File: src/rtl/kf8237_dma_peripheral.sv
// Device-side 8237 DMA requester: DREQ/DACK/strobe handshake around a byte FIFO, with sticky EOP tracking.
// Optional KF8237_DMA_PERIPHERAL_DEMAND_MODE_EN keeps DREQ high across back-to-back transfers.
module kf8237_dma_peripheral #(
  parameter int FIFO_DEPTH = 8
) (
  input  logic                            clock,
  input  logic                            reset,
  input  logic                            enable,
  input  logic                            direction_to_memory,
  input  logic                            flush,
  input  logic [7:0]                      dev_wdata,
  input  logic                            dev_wvalid,
  output logic                            dev_wready,
  output logic [7:0]                      dev_rdata,
  output logic                            dev_rvalid,
  input  logic                            dev_rready,
  output logic                            dma_request,
  input  logic                            dma_acknowledge,
  input  logic                            io_read_n,
  input  logic                            io_write_n,
  input  logic                            end_of_process_n,
  input  logic [7:0]                      data_bus_in,
  output logic [7:0]                      data_bus_out,
  output logic                            data_bus_out_enable,
  output logic                            terminal_count,
  output logic [$clog2(FIFO_DEPTH):0]     fifo_count
);
  localparam int AW = $clog2(FIFO_DEPTH);
  localparam int CW = AW + 1;

  typedef enum logic [2:0] {IDLE, REQUEST, ACKED, STROBE, DONE} state_t;

  state_t          state, nxt;
  logic            dir_q, en_q, tc_pend, dreq;
  logic [7:0]      mem [FIFO_DEPTH];
  logic [AW-1:0]   wptr, rptr;
  logic [CW-1:0]   count, count_n;
  logic [7:0]      bus_q, samp_q;

  logic strobe, full, empty, cond, cond_n;
  logic commit, abandon, latch_head, tc_hit;
  logic bus_push, bus_pop, dev_push, dev_pop, push, pop;
  logic [7:0] push_data;
  logic tc_d, tc_pend_d, dreq_d;

  assign strobe     = dir_q ? ~io_read_n : ~io_write_n;
  assign full       = (count == CW'(FIFO_DEPTH));
  assign empty      = (count == '0);
  assign cond       = enable & ~terminal_count & ~flush & (direction_to_memory ? ~empty : ~full);
  assign dev_wready = ~full & direction_to_memory;
  assign dev_rvalid = ~empty & ~direction_to_memory;
  assign dev_rdata  = mem[rptr];
  assign tc_hit     = ((state == ACKED) || (state == STROBE)) & ~end_of_process_n;

  assign data_bus_out_enable = (state == STROBE) & dir_q & dma_acknowledge & strobe;
  assign data_bus_out        = data_bus_out_enable ? bus_q : 8'h00;
  assign dma_request         = dreq;
  assign fifo_count          = count;

  always_comb begin
    nxt        = state;
    commit     = 1'b0;
    abandon    = 1'b0;
    latch_head = 1'b0;
    case (state)
      IDLE:    if (cond) nxt = REQUEST;
      REQUEST: if (dma_acknowledge) nxt = ACKED;
               else if (!cond)      nxt = IDLE;
      ACKED: begin
        if (strobe && dma_acknowledge) begin
          nxt        = STROBE;
          latch_head = 1'b1;
        end else if (!dma_acknowledge) begin
          nxt = REQUEST;
        end
      end
      STROBE: begin
        if (!dma_acknowledge) begin
          abandon = 1'b1;
          nxt     = IDLE;
        end else if (!strobe) begin
          commit = 1'b1;
          nxt    = DONE;
        end
      end
`ifdef KF8237_DMA_PERIPHERAL_DEMAND_MODE_EN
      DONE:    nxt = cond ? REQUEST : IDLE;
`else
      DONE:    nxt = IDLE;
`endif
      default: nxt = IDLE;
    endcase
    if (flush) begin
      nxt     = IDLE;
      commit  = 1'b0;
      abandon = 1'b0;
    end
  end

  // Bus side owns one end of the FIFO, device side the other, chosen by direction.
  always_comb begin
    bus_push  = commit & ~dir_q;
    bus_pop   = commit & dir_q;
    dev_push  = dev_wvalid & dev_wready;
    dev_pop   = dev_rvalid & dev_rready;
    push      = (bus_push | dev_push) & ~full & ~flush;
    pop       = (bus_pop | dev_pop) & ~empty & ~flush;
    push_data = bus_push ? samp_q : dev_wdata;
    count_n   = flush ? '0 : count + CW'(push) - CW'(pop);
  end

  always_comb begin
    tc_d      = terminal_count;
    tc_pend_d = tc_pend | tc_hit;
    if (enable && !en_q) tc_d = 1'b0;
    if (commit) begin
      tc_d      = tc_d | tc_pend | tc_hit;
      tc_pend_d = 1'b0;
    end
    if (abandon) tc_pend_d = 1'b0;
    if (flush) begin
      tc_d      = 1'b0;
      tc_pend_d = 1'b0;
    end
    cond_n = enable & ~tc_d & ~flush &
             (direction_to_memory ? (count_n != '0) : (count_n < CW'(FIFO_DEPTH)));
    dreq_d = (nxt == REQUEST) || (nxt == ACKED);
`ifdef KF8237_DMA_PERIPHERAL_DEMAND_MODE_EN
    // Hold DREQ through DONE when another transfer can follow immediately.
    if (nxt == DONE) dreq_d = cond_n;
`endif
  end

  always_ff @(posedge clock) begin
    if (reset) begin
      state          <= IDLE;
      dir_q          <= 1'b0;
      en_q           <= 1'b0;
      tc_pend        <= 1'b0;
      terminal_count <= 1'b0;
      dreq           <= 1'b0;
      wptr           <= '0;
      rptr           <= '0;
      count          <= '0;
      bus_q          <= 8'h00;
      samp_q         <= 8'h00;
    end else begin
      state          <= nxt;
      en_q           <= enable;
      tc_pend        <= tc_pend_d;
      terminal_count <= tc_d;
      dreq           <= dreq_d;
      count          <= count_n;
      if (state == IDLE && nxt != IDLE) dir_q <= direction_to_memory;
      if (latch_head) bus_q <= mem[rptr];
      if ((state == ACKED || state == STROBE) && strobe && dma_acknowledge && !dir_q)
        samp_q <= data_bus_in;
      if (flush) begin
        wptr <= '0;
        rptr <= '0;
      end else begin
        if (push) wptr <= wptr + AW'(1);
        if (pop)  rptr <= rptr + AW'(1);
      end
    end
  end

  always_ff @(posedge clock) begin
    if (!reset && push) mem[wptr] <= push_data;
  end
endmodule

File: config.mk
export PLATFORM = sky130hd
export DESIGN_NAME = kf8237_dma_peripheral
export DESIGN_NICKNAME = d
export VERILOG_FILES = /design/src/rtl/kf8237_dma_peripheral.sv
export SDC_FILE = /design/constraint.sdc
export NUM_CORES = 1
export LEC_CHECK = 0
export BUFFER_PORTS_ARGS = -buffer_cell sky130_fd_sc_hd__buf_2
export CELL_PAD_IN_SITES_DETAIL_PLACEMENT = 1
export CELL_PAD_IN_SITES_GLOBAL_PLACEMENT = 1
export CORE_MARGIN = 2
export CORE_UTILIZATION = 47
export CTS_CLUSTER_SIZE = 25
export DETAILED_ROUTE_END_ITERATION = 10
export PLACE_DENSITY_LB_ADDON = 0.1
export SETUP_SLACK_MARGIN = 0.4
export SYNTH_ARGS = -nofsm -noshare
export SYNTH_HDL_FRONTEND = slang
export SYNTH_SLANG_ARGS = --single-unit
File: constraint.sdc
create_clock -name clock -period 3.1 [get_ports clock]
set_clock_uncertainty 0.1 [all_clocks]
set_input_delay 0.465 -clock clock [delete_from_list [all_inputs] [get_ports clock]]
set_output_delay 0.465 -clock clock [all_outputs]
set_load 0.05 [all_outputs]
=== Word level (Yosys, flattened, before mapping) ===
Memories as Yosys holds them, arrays and structs flattened. A register that Yosys moved wholly into a read port is not among the register bits.
Index checks and enable logic that the tools add are counted.

* Output and inout bits: 25
* Memories: 1
* Word-level logic and storage cells: 98
* Register bits after elaboration: 34
* Memory bits (read-only): 0
* Bits in latches: 0
* Bits of input ports: 27
* Memory bits (writable): 64

{| class="wikitable"
|+ Memory list
! memory !! words !! width !! read ports !! clocked after memory_dff !! write ports !! line !! source
|-
| mem || 8 || 8 || 1 || 1 || 1 || 35 || <nowiki>logic [7:0] mem [FIFO_DEPTH];</nowiki>
|}

* Equality and inequality tests: 6
* Bitwise gates (word level): 31
* Reductions and logical operators: 17
* Divide/modulo/power cells: 0
* Muxes and demuxes: 28
* $add $sub $neg: 4
* Order comparisons: 0
* Multiply operators: 0
* Shift-type cells: 0

{| class="wikitable"
|+ Operator list
! cell !! number
|-
| $mux W3 || 10
|-
| $and A1 B1 Y1 || 17
|-
| $mux W8 || 2
|-
| $mux W1 || 15
|-
| $pmux W3 S4 || 1
|-
| $eq A3 B2 Y1 const B || 3
|-
| $not A1 Y1 || 9
|-
| $logic_and A1 B1 Y1 || 7
|-
| $add A3 B1 Y3 const B || 2
|-
| $eq A3 B1 Y1 const B || 2
|-
| $or A1 B1 Y1 || 5
|-
| $add A4 B1 Y4 || 1
|-
| $eq A4 B4 Y1 const B || 1
|-
| $logic_not A4 Y1 || 1
|-
| $reduce_or A4 Y1 || 1
|-
| $sub A4 B1 Y4 || 1
|-
| $logic_not A1 Y1 || 3
|-
| $logic_not A3 Y1 || 1
|-
| $reduce_bool A3 Y1 || 1
|-
| $logic_or A1 B1 Y1 || 2
|-
| $reduce_or A2 Y1 || 1
|}

=== Longest topological paths before layout ===
Gate-level depths: netlist of run 1.

* Word-level depth: 13
* Gate-level depth with buffers: 10
* Depth with buffers taken out: 10

=== Worst setup path after synthesis of run 1 ===
No wires, ideal clock.

* Path type: register to output
* Start: register state[2]
* End: output port data_bus_out[0]
* Stages on the path, launching flop included: 4
* Data arrival time: 2702 ps
* Required time: 2535 ps
* Path buffers: 0
* Path slack: -167 ps
* Cell sequence: dfxtp_1 nand4b_2 nor3b_1 and2_1

* Cells in the longest elaborated chain, start to end: 5

{| class="wikitable"
|+ RTL lines
! element !! line !! source
|-
| from (decl) || 33 || <nowiki>state_t state, nxt;</nowiki>
|-
| from (signal assigned) || 148 || <nowiki>state <= nxt;</nowiki>
|-
| $eq A3 B2 Y1 || 55 || <nowiki>assign data_bus_out_enable = (state == STROBE) & dir_q & dma_acknowledge & strobe;</nowiki>
|-
| $and A1 B1 Y1 (3 in a row) || 55 ||
|-
| via data_bus_out_enable || 24 || <nowiki>output logic data_bus_out_enable,</nowiki>
|-
| $mux W8 || 56 || <nowiki>assign data_bus_out = data_bus_out_enable ? bus_q : 8'h00;</nowiki>
|-
| to (decl) || 23 || <nowiki>output logic [7:0] data_bus_out,</nowiki>
|}

The timed path passes the listed nets, and every way through them passes these cells.

==> impl_metrics.ini, run 1 <==
[status]
status = completed

[pwr]
ir_drop_mv = 0.186
power.leakage_nw = 1.87
p_per_area_nw_per_um2 = 466
total_power_mw = 2.33

[worst_setup_path]
cp_slowest_cell = mux4_2
rrSetupSlack_ps = 620
worst-path-max-fanout = 16
max_stage_delay_ps = 560
r2r_start = fifo_count[1]$_SDFF_PP0_
path_class = flip-flop to output pin
path_cells = buf_8 -> mux4_2 -> mux2_2 -> buf_2
worst_ep_arrival_time_ps = 2020
start_kind = flip-flop
cpLargestDelayFamily = multiplexers
crit_required_ps = 2530
crit_cells = 4
r2r_cells = 10
reg2reg_to = fifo_count[2]$_SDFF_PP0_
cp-end-kind = output pin
critical_path_buf_inv_count = 2

[die]
rows = 34
start_util_pct = 48.9
io_pins = 52
die-area_um2 = 9950
dieHeight_um = 99.8
chipWidth_um = 99.8
core_area_um2 = 8810

[sta]
rsz0062_at_grt = false
setup_violations = 0
fin_crit_ps = 2580
fmax_mhz = 387
final.setup.tns_ps = 0
worst_pin_slew_ps = 607
relSlewSlack_pct = 58.4
hold_viol_final = 0
finalCritPeriodShare_pct = 83.3
maxSlewViolCount = 0

[layout]
finalInstanceArea_um2 = 5010
final_common_cell = edfxtp_1
layout_common_cells = 64 x edfxtp_1, 51 x buf_2, 37 x dfxtp_1
diodes = 0
drive_gt1_share_pct = 33.2
area_growth_pct = 16.3
nNetsFinal = 410

[cts]
clk_pin_slew_ps = 90
numCtsBuffers = 9
clk_latency_ps = 350
cts_root_buffer = clkbuf_8
clock-sinks = 101
tritoncts = yes
clockBufferDepth = 2
cts_htree_levels = 3

[synthesis]
synth_area_leaders = edfxtp_1 45%, dfxtp_1 17%, mux4_2 8.4%
postSynthAreaPerCell_um2 = 13.8
ys_seq_area_share_pct = 61.8
syn_area_um2 = 4310
yosysTopAreaCell = edfxtp_1
ys.flop_type = edfxtp_1
synth_warnings = 0
synth_edf_count = 64
syn_inst = 312
syn_nets = 347
synth_top_cell_area_share_pct = 44.6
async_flop_share_pct = 0
ys_seq_elements = 101
synth_cell_type_count = 45

[grt]
antenna_found_initial = 0
grt_max_degree = 28
grt_pass1_wl_um = 15800
overflow = 0
first_global_vias = 2853
track_usage_pct = 21.6

[routing]
wire_per_inst_um = 20.4
vias = 2797
drt_iter0_drc = 97
dr.pass1.iters = 4
drt-total-wl_um = 9940
drc = 0
avgViaCountPerCell = 5.73
ant_nets = 0

[place]
portBuffers = 51
dp_hpwl_um = 6860
gp_congestion = 0.774
place_area_um2 = 4770

[hold_path]
hold_end = en_q$_SDFF_PP0_
hp-class = primary input to flip-flop
min-delay-start = enable
whs_path_depth = 3

[run]
max-cap-violations = 0
## layer usage
| metal | GRT usage, % | wire length (um) |
|---|---|---|
| met3 | 3.58 | 319 |
| met5 | 0 | 0 |
| met2 | 34.1 | 4870 |
| met4 | 6.64 | 114 |
| met1 | 30.8 | 4640 |
## worst min-delay path: stages
cell and delay (ps):
buf_2 100, inv_1 50, nor2_1 40
## how the worst max path moves through the flow
stage | start | endpoint | slack, ps
2_1_floorplan | fifo_count[2]$_SDFF_PP0_ | mem[0][0]$_DFFE_PP_ | 230
3_3_place_gp | dma_acknowledge | fifo_count[2]$_SDFF_PP0_ | 470
3_5_place_dp | dma_acknowledge | fifo_count[2]$_SDFF_PP0_ | 370
4_1_cts | state[2]$_SDFF_PP0_ | fifo_count[2]$_SDFF_PP0_ | 430
5_1_grt | fifo_count[1]$_SDFF_PP0_ | fifo_count[2]$_SDFF_PP0_ | 400
6_report | flip-flop | dev_rdata[7] | 520
## cells by family after synthesis
family	synth area share (%)
multiplexers	15.1
flip-flops	61.8
buffers and inverters	2.06
AND/OR/NAND/NOR	10.1
AO/OA/AOI/OAI	7.61
XOR/XNOR	0.813
adder cells (fa/ha/maj)	2.50
## sequential cells by signal, indices dropped and copies added (netlist names), named ones only
register / flops
bus_q: 8
dma_request: 1
tc_pend: 1
rptr: 3
dir_q: 1
fifo_count: 4
state: 3
samp_q: 8
en_q: 1
mem: 64
terminal_count: 1
wptr: 3
## layout make-up
type                       instances  area (um2)
tap                              108         135
clock inverter                     5        41.3
inverter                           8        30.0
multi-input combinational        189        1630
fill                             882        3790
sequential                       101        2660
timing repair buffer              66         375
clock buffer                      11         141
## synthesized netlist by cell type, types with 2 or more instances
library cell / number
nor2b_1: 2
nor4_1: 6
o21ai_0: 8
nand2_1: 16
a2111oi_2: 2
or3_1: 4
a21o_1: 3
nand2b_1: 5
xor2_1: 3
clkbuf_1: 8
ha_1: 7
buf_2: 4
a41o_1: 3
mux2_2: 17
inv_1: 8
a31oi_1: 3
dfxtp_1: 37
a21oi_1: 20
nand3_1: 12
a211oi_1: 2
and2_1: 10
nor2_1: 18
nor3_1: 5
edfxtp_1: 64
mux4_2: 16
mux2i_1: 10
## repair_timing
| action | 4_1_cts | 5_1_grt |
|---|---|---|
| hold buffers | 0 | 0 |
| endpoints found under the hold margin | 0 | 0 |
| setup buffers | 0 | 1 |
| pin swaps | 0 | 1 |
| setup endpoints to repair | 9 | 7 |
| resized for setup | 2 | 7 |
## where the power goes
part           internal, mW  total (mW)  switching, mW  leakage (nW)
sequential             1.43        1.43        0.00346         0.874
combinational        0.0409       0.123         0.0820         0.907
clock                 0.322       0.776          0.455        0.0866
total                  1.79        2.33          0.540          1.87
## metrics by stage
step / instances / utilization (%) / hold slack, ps / setup slack [ps]
finish: 488 / 56.9 / 242 / 517
global route: 488 / 56.9 / 230 / 400
CTS: 487 / 56.4 / 223 / 425
detailed placement: 471 / 54.2 / 348 / 375
global placement: 471 / 54.2 / 339 / 473
floorplan: 312 / - / 333 / 233
No activity file was read; power rests on OpenSTA's default activity.
==> run 2: changes to the inputs <==
- ABC_AREA: default -> 1
- CORE_UTILIZATION: 47 -> 44
- clock period: 3.1 -> 2.7 ns (I/O delays scaled with it)
==> impl_metrics.ini, run 2 <==
[worst_setup_path]
path_class = flip-flop to output pin
cp_slowest_cell = dfxtp_4
max_stage_delay_ps = 440
crit_required_ps = 2190
critical_path_buf_inv_count = 5
worst-path-max-fanout = 7
path_cells = clkinvlp_4 -> buf_4 -> o21ai_1 -> o22ai_1 -> o21ai_1 -> buf_4 -> inv_1 -> buf_6
start_kind = flip-flop
worst_ep_arrival_time_ps = 1740
cp-end-kind = output pin
cpLargestDelayFamily = buffers and inverters

[grt]
track_usage_pct = 22.5
first_global_vias = 3549
grt_pass1_wl_um = 17900
grt_max_degree = 33
antenna_found_initial = 0
overflow = 0

[sta]
final.setup.tns_ps = 0
hold_viol_final = 0
fin_crit_ps = 2240
rsz0062_at_grt = true
setup_ws_ps = 460
setup_violations = 0
fmax_mhz = 446
maxSlewViolCount = 0
relSlewSlack_pct = 58.4
finalCritPeriodShare_pct = 83.0
worst_pin_slew_ps = 624

[synthesis]
synth_warnings = 0
syn_nets = 489
synth_cell_type_count = 29
synth.most_common_cell = nor2_1
ys_seq_area_share_pct = 61.3
synth_area_leaders = edfxtp_1 44%, dfxtp_1 17%, nor2_1 8.2%
yosysTopAreaCell = edfxtp_1
async_flop_share_pct = 0
ys_seq_elements = 101
synth_top_cell_area_share_pct = 44.2
syn_area_um2 = 4340
syn_inst = 454
ys.flop_type = edfxtp_1
postSynthAreaPerCell_um2 = 9.57
synth_edf_count = 64
synthTopCellsByCount = 95 x nor2_1, 64 x edfxtp_1, 58 x o21ai_0

[layout]
layout_common_cells = 79 x nor2_1, 64 x edfxtp_1, 49 x nand2_1
nNetsFinal = 581
reg_top3 = mem x64, bus_q x8, samp_q x8
drive_gt1_share_pct = 32.8
top_register = mem
finalNonFillerCells = 684
area_growth_pct = 31.8
finalInstanceArea_um2 = 5720
final_common_cell = nor2_1
diodes = 0
largest_reg_flops = 64

[place]
place_ws_ps = 89.4
place_area_um2 = 4990
dp_hpwl_um = 7990
gp_congestion = 0.850
portBuffers = 51
placed_cells_incl_taps = 644

[die]
core_area_um2 = 9680
die-area_um2 = 10700
rows = 36
dieHeight_um = 103
chipWidth_um = 103
start_util_pct = 44.9
io_pins = 52

[status]
status = completed

[cts]
tritoncts = yes
clk_latency_ps = 360
numCtsBuffers = 9
clockBufferDepth = 2
clk_pin_slew_ps = 100
cts_htree_levels = 3
clock-sinks = 101
cts_root_buffer = clkbuf_8
cts_hold_buf = 0

[routing]
drt-total-wl_um = 12500
vias = 3602
drt_iter0_drc = 120
ant_nets = 0
drc = 0
wire_per_inst_um = 18.3
avgViaCountPerCell = 5.27
dr.pass1.iters = 4

[pwr]
power.leakage_nw = 2.23
ir_drop_mv = 0.259
p_per_area_nw_per_um2 = 500
total_power_mw = 2.86

[hold_path]
hp-class = primary input to flip-flop

[run]
max-cap-violations = 0
==> run 2: cell count changes after synthesis, sizes merged, moves of 10 or more <==
cell | before | now
inv | 8 | 45
mux2i | 10 | 0
nand2 | 16 | 59
and2 | 10 | 0
o21ai | 9 | 60
mux4 | 16 | 0
nor2 | 18 | 102
mux2 | 17 | 0
==> run 2: final cells by class <==
cell class | count | area [um2]
Clock inverter | 7 | 90.1
Clock buffer | 9 | 124
Timing Repair Buffer | 93 | 761
Inverter | 46 | 198
Tap cell | 133 | 166
Sequential cell | 101 | 2690
Fill cell | 1070 | 3960
Multi-Input combinational cell | 295 | 1700
==> run 2: worst reg2reg max path: cells and delay by family (launching register included) <==
family,cells,cell delay (ps)
and+or+nand+nor,8,830
xor gates and xnor gates,1,150
DFF,1,380
buffers and inverters,3,220
adders and majority gates,2,480
==> run 2: cells by family after synthesis <==
logic type	count (synthesis)	synth area share, %
AND/OR/NAND/NOR	186	18.5
buffers and inverters	58	5.04
flip-flops	101	61.3
adder cells (fa/ha/maj)	8	2.48
XOR/XNOR	3	0.605
AO/OA/AOI/OAI	98	12.1
==> run 2: path summary, 6_finish.rpt <==
check | from | endpoint | slack, ps | cells after the start
setup / recovery | flip-flop | dev_rdata[7] | 460 | 8
hold / removal | enable | en_q$_SDFF_PP0_ | 170 | 3
setup reg to reg | state[1]$_SDFF_PP0_ | fifo_count[2]$_SDFF_PP0_ | 470 | 14
hold reg to reg | terminal_count$_SDFF_PP0_ | terminal_count$_SDFF_PP0_ | 420 | 2
==> run 2: layer usage <==
metal | wire length (um) | vias to the layer above | global-route usage (%)
li1 | - | 1716 | -
met1 | 4960 | 1785 | 26.7
met2 | 6800 | 75 | 40.0
met3 | 482 | 26 | 5.31
met4 | 265 | 0 | 7.89
met5 | 0 | - | 0
==> run 2: through the flow <==
stage	util, %	hold slack (ps)
global placement	51.5	392
floorplan	-	367
finish	59.1	166
detailed placement	51.5	398
global route	59.1	179
CTS	55.6	155
==> run 2: power breakdown <==
group | switching [mW] | leakage [nW] | total (mW) | internal, mW
logic | 0.115 | 1.24 | 0.174 | 0.0588
clock network | 0.586 | 0.110 | 1.04 | 0.455
registers | 0.00620 | 0.881 | 1.65 | 1.64
==> run 2: what timing repair did <==
action,CTS,global route
buffers inserted,8,14
endpoints found under the setup margin,19,19
pin swaps,7,20
gates cloned,0,2
hold endpoints to repair,0,0
resized for setup,41,75
